$ cat config.mk
export PLATFORM = sky130hd
export DESIGN_NAME = axis_m_pkt
export DESIGN_NICKNAME = d
export VERILOG_FILES = /design/src/rtl/axis_m_pkt.sv
export SDC_FILE = /design/constraint.sdc
export NUM_CORES = 1
export LEC_CHECK = 0
export CAP_MARGIN = 5
export CORE_MARGIN = 5
export CORE_UTILIZATION = 30
export CTS_BUF_LIST = sky130_fd_sc_hd__clkbuf_8
export CTS_CLUSTER_DIAMETER = 50
export DETAILED_ROUTE_END_ITERATION = 16
export MAX_ROUTING_LAYER = met4
export PLACE_DENSITY = 0.54
export SETUP_SLACK_MARGIN = 0.4
export SLEW_MARGIN = 20
export SYNTH_ARGS = -nofsm -noshare
export SYNTH_HDL_FRONTEND = slang
export SYNTH_SLANG_ARGS = --single-unit
$ cat constraint.sdc
create_clock -name aclk -period 4.6 [get_ports aclk]
set_input_delay 0.69 -clock aclk [delete_from_list [all_inputs] [get_ports aclk]]
set_output_delay 0.69 -clock aclk [all_outputs]
set_load 0.02 [all_outputs]
$ cat src/rtl/axis_m_pkt.sv
// Buffered AXI-Stream packet master: valid/ready write port -> FIFO -> registered AXIS output.
// Optional tkeep lanes are enabled with `define AXIS_M_PKT_TKEEP_EN.
module axis_m_pkt #(
    parameter int DATA_WIDTH = 32,
    parameter int DEPTH      = 8,
    parameter int PKT_LEN    = 0
) (
    input  logic                          aclk,
    input  logic                          areset_n,
    input  logic [DATA_WIDTH-1:0]         in_data,
`ifdef AXIS_M_PKT_TKEEP_EN
    input  logic [DATA_WIDTH/8-1:0]       in_keep,
`endif
    input  logic                          in_last,
    input  logic                          in_valid,
    output logic                          in_ready,
    output logic [DATA_WIDTH-1:0]         tdata,
`ifdef AXIS_M_PKT_TKEEP_EN
    output logic [DATA_WIDTH/8-1:0]       tkeep,
`endif
    output logic                          tlast,
    output logic                          tvalid,
    input  logic                          tready,
    output logic                          finish,
    output logic [$clog2(DEPTH+2)-1:0]    level
);

    localparam int AW      = $clog2(DEPTH);
    localparam int PTR_W   = AW + 1;
    localparam int LEVEL_W = $clog2(DEPTH + 2);
`ifdef AXIS_M_PKT_TKEEP_EN
    localparam int KEEP_W  = DATA_WIDTH / 8;
    localparam int ENTRY_W = DATA_WIDTH + 1 + KEEP_W;
`else
    localparam int ENTRY_W = DATA_WIDTH + 1;
`endif

    logic [ENTRY_W-1:0] mem [DEPTH];
    logic [PTR_W-1:0]   wr_ptr_p0;
    logic [PTR_W-1:0]   rd_ptr_p0;
    logic [ENTRY_W-1:0] wr_entry;
    logic [ENTRY_W-1:0] rd_entry;
    logic [ENTRY_W-1:0] out_p1;
    logic               wr_last;
    logic               full;
    logic               empty;
    logic               wr_acc;
    logic               hs;
    logic               load;
    logic               bypass;
    logic               fifo_wr;

    assign full     = (wr_ptr_p0[AW] != rd_ptr_p0[AW]) &&
                      (wr_ptr_p0[AW-1:0] == rd_ptr_p0[AW-1:0]);
    assign empty    = (wr_ptr_p0 == rd_ptr_p0);
    assign in_ready = !full;
    assign wr_acc   = in_valid && in_ready;
    assign hs       = tvalid && tready;
    assign load     = !empty && (!tvalid || tready);
    // An empty FIFO during a handshake forwards the incoming word straight into the output register
    assign bypass   = hs && empty && wr_acc;
    assign fifo_wr  = wr_acc && !bypass;

    generate
        if (PKT_LEN == 0) begin : g_ext_last
            assign wr_last = in_last;
        end else begin : g_auto_last
            localparam int CNT_W = $clog2(PKT_LEN + 1);
            localparam logic [CNT_W-1:0] LAST_CNT = CNT_W'(PKT_LEN - 1);
            logic [CNT_W-1:0] pkt_cnt;

            always_ff @(posedge aclk or negedge areset_n) begin
                if (!areset_n) begin
                    pkt_cnt <= '0;
                end else if (wr_acc) begin
                    pkt_cnt <= (pkt_cnt == LAST_CNT) ? '0 : pkt_cnt + CNT_W'(1);
                end
            end

            assign wr_last = (pkt_cnt == LAST_CNT);
        end
    endgenerate

`ifdef AXIS_M_PKT_TKEEP_EN
    assign wr_entry = {in_keep, wr_last, in_data};
`else
    assign wr_entry = {wr_last, in_data};
`endif
    assign rd_entry = mem[rd_ptr_p0[AW-1:0]];

    // Stage p0: FIFO storage and pointers
    always_ff @(posedge aclk) begin
        if (fifo_wr) begin
            mem[wr_ptr_p0[AW-1:0]] <= wr_entry;
        end
    end

    always_ff @(posedge aclk or negedge areset_n) begin
        if (!areset_n) begin
            wr_ptr_p0 <= '0;
            rd_ptr_p0 <= '0;
        end else begin
            if (fifo_wr) wr_ptr_p0 <= wr_ptr_p0 + PTR_W'(1);
            if (load)    rd_ptr_p0 <= rd_ptr_p0 + PTR_W'(1);
        end
    end

    // Stage p1: registered AXIS output
    always_ff @(posedge aclk or negedge areset_n) begin
        if (!areset_n) begin
            out_p1 <= '0;
            tvalid <= 1'b0;
        end else if (load || bypass) begin
            out_p1 <= load ? rd_entry : wr_entry;
            tvalid <= 1'b1;
        end else if (hs) begin
            out_p1 <= '0;
            tvalid <= 1'b0;
        end
    end

    assign tdata = out_p1[DATA_WIDTH-1:0];
    assign tlast = out_p1[DATA_WIDTH];
`ifdef AXIS_M_PKT_TKEEP_EN
    assign tkeep = out_p1[ENTRY_W-1 -: KEEP_W];
`endif

    always_ff @(posedge aclk or negedge areset_n) begin
        if (!areset_n) begin
            finish <= 1'b0;
            level  <= '0;
        end else begin
            finish <= hs && tlast;
            case ({wr_acc, hs})
                2'b10:   level <= level + LEVEL_W'(1);
                2'b01:   level <= level - LEVEL_W'(1);
                default: level <= level;
            endcase
        end
    end

endmodule
==> results of run 1 <==
## final cells by class
type                            count  share of cell area [%]
Clock inverter                     42                    1.63
Tap cell                          525                    4.54
Multi-Input combinational cell    227                    19.4
Timing Repair Buffer               93                    6.19
Inverter                            7                   0.182
Clock buffer                       54                    5.14
Sequential cell                   311                    63.0
## kinds of logic (layout without fill, tap and decap cells)
| family | count (synthesis) | after routing | share of synthesized area (%) |
|---|---|---|---|
| xor+xnor | 16 | 16 | 1.22 |
| mux | 104 | 104 | 15.5 |
| flops | 311 | 311 | 75.3 |
| buf+inv | 41 | 196 | 1.88 |
| simple gates | 62 | 62 | 2.19 |
| fa+ha+maj | 6 | 6 | 0.683 |
| compound gates | 39 | 39 | 3.22 |
## worst max-delay path, delay by kind of cell (launching register included)
kind	cells	cell delay, ns
buffers and inverters	1	0.60
XOR/XNOR	1	0.21
flip-flops	1	0.79
AND/OR/NAND/NOR	1	0.15
## flip-flops by register name, indices dropped and copies added (netlist names)
name and cells:
finish 1, mem 264, tvalid 1, out_p1 33
wr_ptr_p0 4, rd_ptr_p0 4, level 4
## worst paths after layout
| path | startpoint | endpoint | slack [ns] | cells after the start |
|---|---|---|---|---|
| setup / recovery | rd_ptr_p0[2] | in_ready | 1.58 | 3 |
| hold / removal | areset_n | rd_ptr_p0[3] | 0.25 | 2 |
| setup reg to reg | rd_ptr_p0[2] | mem[2][4] | 1.84 | 5 |
| hold reg to reg | level[3] | level[3] | 0.48 | 1 |
| max in group asynchronous | areset_n | rd_ptr_p0[1] | 3.82 | 2 |
| min in group aclk | level[3] | level[3] | 0.48 | 1 |
## routing by layer
metal / vias to the layer above / share of wire, %
li1: 2609 / -
met1: 3057 / 43
met2: 135 / 49
met3: 48 / 5.7
met4: 0 / 2.3
met5: - / 0
## cell usage in the layout (no fill, tap or decap), drive strengths merged, types with 2 or more instances in the layout
cell | netlist | layout
nor3 | 2 | 2
nand2 | 5 | 5
xor2 | 7 | 7
and3 | 2 | 2
inv | 7 | 30
o21ai | 2 | 2
bufinv | 0 | 2
ha | 5 | 5
mux4 | 66 | 66
clkbuf | 9 | 54
dfrtp | 47 | 47
nand4 | 2 | 2
mux2i | 35 | 35
clkinv | 0 | 16
a221o | 33 | 33
clkdlybuf4s50 | 0 | 75
edfxtp | 264 | 264
buf | 25 | 18
nor2 | 42 | 42
xnor2 | 9 | 9
nand3 | 3 | 3
nand2b | 3 | 3
mux2 | 3 | 3
## per-stage QoR
step | util, % | power [mW]
2_1_floorplan | - | 6.07
3_3_place_gp | 33.9 | 7.07
3_5_place_dp | 33.9 | 7.10
4_1_cts | 36.3 | 9.42
5_1_grt | 36.3 | 9.79
6_report | 36.3 | 9.21
## where the power goes
group          internal (mW)  leakage, nW  switching (mW)
Sequential              3.68         2.96           0.312
Combinational           1.44         1.42            1.52
Clock                   1.21        0.583            1.06
Total                   6.32         4.96            2.89
==> impl_results.rst, run 1 <==
.. list-table::
   :header-rows: 1

   * - Metric
     - Value
   * - Via-per-instance ratio
     - between 4 and 5
   * - Core footprint
     - about 40000 sq um
   * - Final instance area
     - approximately 14000 sq um
   * - Crit path launch type
     - flip-flop
   * - Largest fanout on the critical path
     - 24
   * - Post-synth EDFFs
     - roughly 260
   * - Classification of the worst-slack hold path
     - in -> async
   * - Max VDD drop
     - roughly 0.00024 V
   * - Proportion of layout cells with a drive suffix above 1
     - 22.5%
   * - Lkg Pwr
     - between 4 and 5 nW
   * - Worst skew pair latency
     - between 0.5 and 0.6 ns
   * - Post-route setup TNS
     - 0 ns
   * - Max_slew headroom
     - between 40% and 50%
   * - Drt pass-1 iters
     - 4
   * - Inserted Clock Buffers
     - 52
   * - Total number of vias
     - about 6000
   * - Crit path arrival time
     - between 2 and 2.5 ns
   * - Post-route clock skew
     - between 0.03 and 0.04 ns
   * - Cell types with the largest area share after synthesis
     - sky130_fd_sc_hd__edfxtp_1, sky130_fd_sc_hd__mux4_2, sky130_fd_sc_hd__dfrtp_1
   * - TritonCTS clock tree
     - yes
   * - Type of the setup path with the least slack
     - reg -> out
   * - Number of endpoints with negative hold slack in the final report
     - 0
   * - Number of sinks on the clock net
     - 311
   * - Layout area overhead
     - 19.7%
   * - Initial antenna violation count
     - 0
   * - Worst path setup slack after routing
     - 1.58 ns
   * - Ys flop type
     - sky130_fd_sc_hd__edfxtp_1
   * - Ys Warns
     - 0
   * - Part of the Yosys area used for sequential elements
     - about three quarters
   * - Total count of max-transition violations in the final report
     - 0
   * - Clock tree buffer depth
     - 3
   * - Slowest cell delay on critical path
     - between 0.7 and 0.8 ns
   * - Global-route congestion overflow total
     - 0
   * - Detailed placer's ending HPWL
     - around 14000 um
   * - Total area of multi-input combinational cells
     - 2800 sq um
   * - Clock H-tree levels
     - 2
   * - Total wire length
     - roughly 25000 um
   * - Endpoint kind of the worst setup timing path
     - primary output
   * - Final min period
     - just over 3 ns
   * - Least-Margin Pin Slew
     - around 0.82 ns
   * - Met3 Usage GRT
     - between 2 and 3%
   * - Drt drc
     - 0
   * - Syn_nets
     - ~620
   * - Final worst hold slack
     - about 0.25 ns
   * - Port Buffer Count
     - 76
   * - Total Nets Final
     - 735
   * - Via count of the first global-routing pass
     - 6484
   * - Cell Pwr Density
     - approximately 640 nW/um^2
   * - Cell Count, Final, Fillers Out
     - about 1300
   * - Total placed instance area
     - ~13000 sq um
   * - FF/Latch Area
     - around 9000 sq um
   * - Instance count of the mapped netlist
     - approximately 580
   * - Mapped Area
     - around 12000 sq um
   * - Clock input transition at the sequential cells of the worst setup and hold paths
     - 0.06 ns
   * - Die width
     - around 210 um
   * - Count of distinct cell types in the synthesized netlist
     - 31
   * - Clock Root Buffer
     - sky130_fd_sc_hd__clkbuf_8
   * - RSZ-0062 raised after global routing
     - false
   * - Placed cell count
     - approximately 1200
   * - Global-route track usage on met2
     - between 10% and 20%
   * - Slowest cell on the critical path
     - sky130_fd_sc_hd__dfrtp_2
   * - Total setup violations reported at the end of the flow
     - 0
   * - Fraction of synthesized cell area taken by the top area cell type
     - 65.6%
   * - Number of diodes
     - 0
   * - Starting density of the core
     - 30.4%
   * - WL/cell
     - roughly 20 um
   * - Commonest cells in the netlist
     - sky130_fd_sc_hd__edfxtp_1, sky130_fd_sc_hd__mux4_2, sky130_fd_sc_hd__dfrtp_1
   * - Top-count cell post-synth
     - sky130_fd_sc_hd__edfxtp_1
   * - CTS hold repair buffers
     - 0
   * - First-iteration detailed-routing DRC count
     - around 380
   * - Wire length of the first global-routing pass
     - 39300 um
   * - Dominant cell type by area after synthesis
     - sky130_fd_sc_hd__edfxtp_1
   * - Resized Gates After CTS
     - 0
   * - Worst-case setup slack after placement
     - 1.22 ns
   * - Share of async-settable or async-resettable flops after synthesis
     - roughly 15%
   * - GRT Util Overall
     - 11.8%
   * - Post-Syn Area per Cell
     - ~21 sq um
   * - Weighted congestion at the end of routability-driven global placement
     - roughly 0.67
   * - Result of the run
     - finished, final reports clean
   * - Yosys reg bits
     - approximately 310
   * - Filler cell count
     - ~3800
   * - Maximum achievable frequency
     - between 300 and 400 MHz
   * - Die height
     - about 210 um
   * - Post-route ant nets
     - 0
   * - Top-level port count
     - 77
   * - Pin count of the biggest net entering global routing
     - 70
   * - Die Outline Area
     - between 40000 and 50000 sq um
   * - Std cell rows
     - 73
   * - Portion of the clock cycle consumed by the worst path in the final layout
     - around two thirds
   * - Max cap viols
     - 0
   * - Cells along the critical path
     - xnor2_1, nand4_1, clkdlybuf4s50_1
   * - CP required
     - slightly below 4 ns
   * - GRT Max-Usage Layer
     - met2
   * - Buffers inserted during post-CTS setup optimization
     - 0
   * - Met1 routing resource usage after global routing
     - between 10% and 20%
Note: power is estimated with default switching activity, not from simulation.
==> inputs of run 2 (changes only) <==
==> constraint.sdc (replaced) <==
create_clock -name aclk -period 3.1 [get_ports aclk]
set_input_delay 0.465 -clock aclk [delete_from_list [all_inputs] [get_ports aclk]]
set_output_delay 0.465 -clock aclk [all_outputs]
set_load 0.02 [all_outputs]
==> impl_results.rst, run 2 (same netlist as run 1, synthesis figures left out) <==
.. list-table::
   :header-rows: 1

   * - Metric
     - Value
   * - Type of the setup path with the least slack
     - reg -> out
   * - Inserted Clock Buffers
     - 53 (+1.9%)
   * - Utilization after layout
     - 37.2% (+0.82 points)
   * - TritonCTS clock tree
     - yes
   * - Total Nets Final
     - 753 (+2.4%)
   * - Proportion of layout cells with a drive suffix above 1
     - 25.7% (+3.2 points)
   * - RSZ-0062 raised after global routing
     - false
   * - Via-per-instance ratio
     - 4.63 (-0.27%)
   * - Drt drc
     - 0 (unchanged)
   * - Total number of vias
     - 5926 (+1.3%)
   * - GRT Util Overall
     - 12.3% (+0.50 points)
   * - Weighted congestion at the end of routability-driven global placement
     - 0.723 (+7.6%)
   * - Std cell rows
     - 73 (unchanged)
   * - Final worst hold slack
     - 0.342 ns (+0.0913 ns)
   * - Global-route congestion overflow total
     - 0 (unchanged)
   * - Max cap viols
     - 0 (unchanged)
   * - Classification of the worst-slack hold path
     - in -> async
   * - Clock H-tree levels
     - 2 (unchanged)
   * - Clock tree buffer depth
     - 3 (unchanged)
   * - Post-route ant nets
     - 0 (unchanged)
   * - Die Outline Area
     - 44400 sq um (unchanged)
   * - Endpoint kind of the worst setup timing path
     - primary output
   * - Die height
     - 211 um (unchanged)
   * - Number of endpoints with negative hold slack in the final report
     - 0 (unchanged)
   * - Clock input transition at the sequential cells of the worst setup and hold paths
     - 0.06 ns (about the same)
   * - Worst path setup slack after routing
     - 0.566 ns (-1.02 ns)
   * - Crit path arrival time
     - 2.07 ns (-0.26 ns)
   * - FF/Latch Area
     - 9110 sq um (about the same)
   * - Top-level port count
     - 77 (unchanged)
   * - Starting density of the core
     - 30.4% (unchanged)
   * - Critical register-to-register path startpoint
     - tvalid
   * - Pin count of the biggest net entering global routing
     - 53 (-24%)
   * - Max_slew headroom
     - 45.2% (-0.21 points)
   * - Maximum achievable frequency
     - 395 MHz
   * - Number of diodes
     - 0 (unchanged)
   * - Total area of multi-input combinational cells
     - 2820 sq um (+0.71%)
   * - Core footprint
     - 39800 sq um (unchanged)
   * - Cell Pwr Density
     - 956 nW/um^2 (+50%)
   * - Least-Margin Pin Slew
     - 0.821 ns (+0.00308 ns)
   * - CP required
     - 2.63 ns (-1.28 ns)
   * - Max reg flops
     - 264 (unchanged)
   * - Lkg Pwr
     - 5.12 nW (+3.1%)
   * - Via count of the first global-routing pass
     - 6600 (+1.8%)
   * - Worst-case setup slack after placement
     - 0.293 ns (-0.927 ns)
   * - Portion of the clock cycle consumed by the worst path in the final layout
     - a little over 80%
   * - Commonest non-fill, non-tap cell in the layout
     - sky130_fd_sc_hd__edfxtp_1
   * - Port Buffer Count
     - 76 (unchanged)
   * - Die width
     - 211 um (unchanged)
   * - Filler cell count
     - 3725 (-0.72%)
   * - Layout area overhead
     - 22.4%
   * - Number of sinks on the clock net
     - 311 (unchanged)
   * - Initial antenna violation count
     - 0 (unchanged)
   * - Total count of max-transition violations in the final report
     - 0 (unchanged)
   * - WL/cell
     - 20.4 um (+2.1%)
   * - Total wire length
     - 26100 um (+3.7%)
   * - Detailed placer's ending HPWL
     - 15800 um (+10%)
   * - Wire length of the first global-routing pass
     - 40900 um (+4.2%)
   * - Max VDD drop
     - 0.000419 V (+76%)
   * - Clock Root Buffer
     - sky130_fd_sc_hd__clkbuf_8
   * - Total setup violations reported at the end of the flow
     - 0 (unchanged)
   * - Largest fanout on the critical path
     - 8 (-67%)
   * - Result of the run
     - finished, final reports clean
   * - Worst setup path start
     - wr_ptr_p0[2]
   * - Worst skew pair latency
     - 0.57 ns (about the same)
   * - Buffers inserted during post-CTS setup optimization
     - 0 (unchanged)
   * - Crit path launch type
     - flip-flop
   * - First-iteration detailed-routing DRC count
     - 401 (+4.7%)
   * - Drt pass-1 iters
     - 4 (unchanged)
   * - Post-route clock skew
     - 0.0249 ns (-0.00586 ns)
   * - Final min period
     - roughly 2.5 ns
   * - Top library cells by usage in the layout, fill and taps aside
     - sky130_fd_sc_hd__edfxtp_1, sky130_fd_sc_hd__clkdlybuf4s50_1, sky130_fd_sc_hd__mux4_2, sky130_fd_sc_hd__clkbuf_8, sky130_fd_sc_hd__dfrtp_1
run 2: changes by cell type in the layout (fill, tap and decap cells not counted), sizes merged:
cell,delta
buf,+16
clkbuf,+5
inv,-4
clkinv,+2
bufinv,+1
clkinvlp,-1
dlygate4sd3,+1
run 2: report_power, final:
part	leakage [nW]	switching (mW)	internal [mW]
Sequential	2.96	0.380	5.45
Combinational	1.53	2.42	2.27
Clock	0.626	1.62	2.01
run 2: path summary, 6_finish.rpt:
path	endpoint	cells after the start	slack [ns]
worst max-delay path	in_ready	3	0.57
max in group asynchronous	out_p1[12]	3	2.14
worst min-delay path	rd_ptr_p0[0]	2	0.34
min in group aclk	level[3]	1	0.47
worst max register to register	mem[1][13]	6	0.79
worst min register to register	level[3]	1	0.47
run 2: routing by layer:
metal  wire, um  track usage (%)
met2      12800             19.5
met4        393             3.13
met5          0                -
met3       1130             2.38
met1      11800             16.6
run 2: repair_timing:
action                     4_1_cts  5_1_grt
setup endpoints to repair        1        1
hold buffers                     1        0
resized for setup                1        2
hold endpoints to repair        12        0
run 2: cell type report:
cell class / count / share of cell area [%]
multi-input cells: 227 / 19.1
clock inverters: 40 / 1.72
repair buffers: 110 / 7.53
clock buffers: 59 / 5.49
well taps: 525 / 4.44
inverters: 7 / 0.178
flip-flops and latches: 311 / 61.6
run 2: per-stage QoR:
stage	instances	cell area (sq um)	power (mW)	TNS, ns
finish	1279	14800	14.2	0
global route	1279	14800	15.0	0
CTS	1279	14800	14.4	0
detailed placement	1179	13700	10.7	0
global placement	1179	13700	10.7	0
floorplan	579	12100	9.01	-12.76
run 2: worst max-delay path: stages (launching register included):
cell and delay (ns):
sky130_fd_sc_hd__dfrtp_2 0.50, sky130_fd_sc_hd__xnor2_1 0.24, sky130_fd_sc_hd__nand4_1 0.16, sky130_fd_sc_hd__clkdlybuf4s50_1 0.60
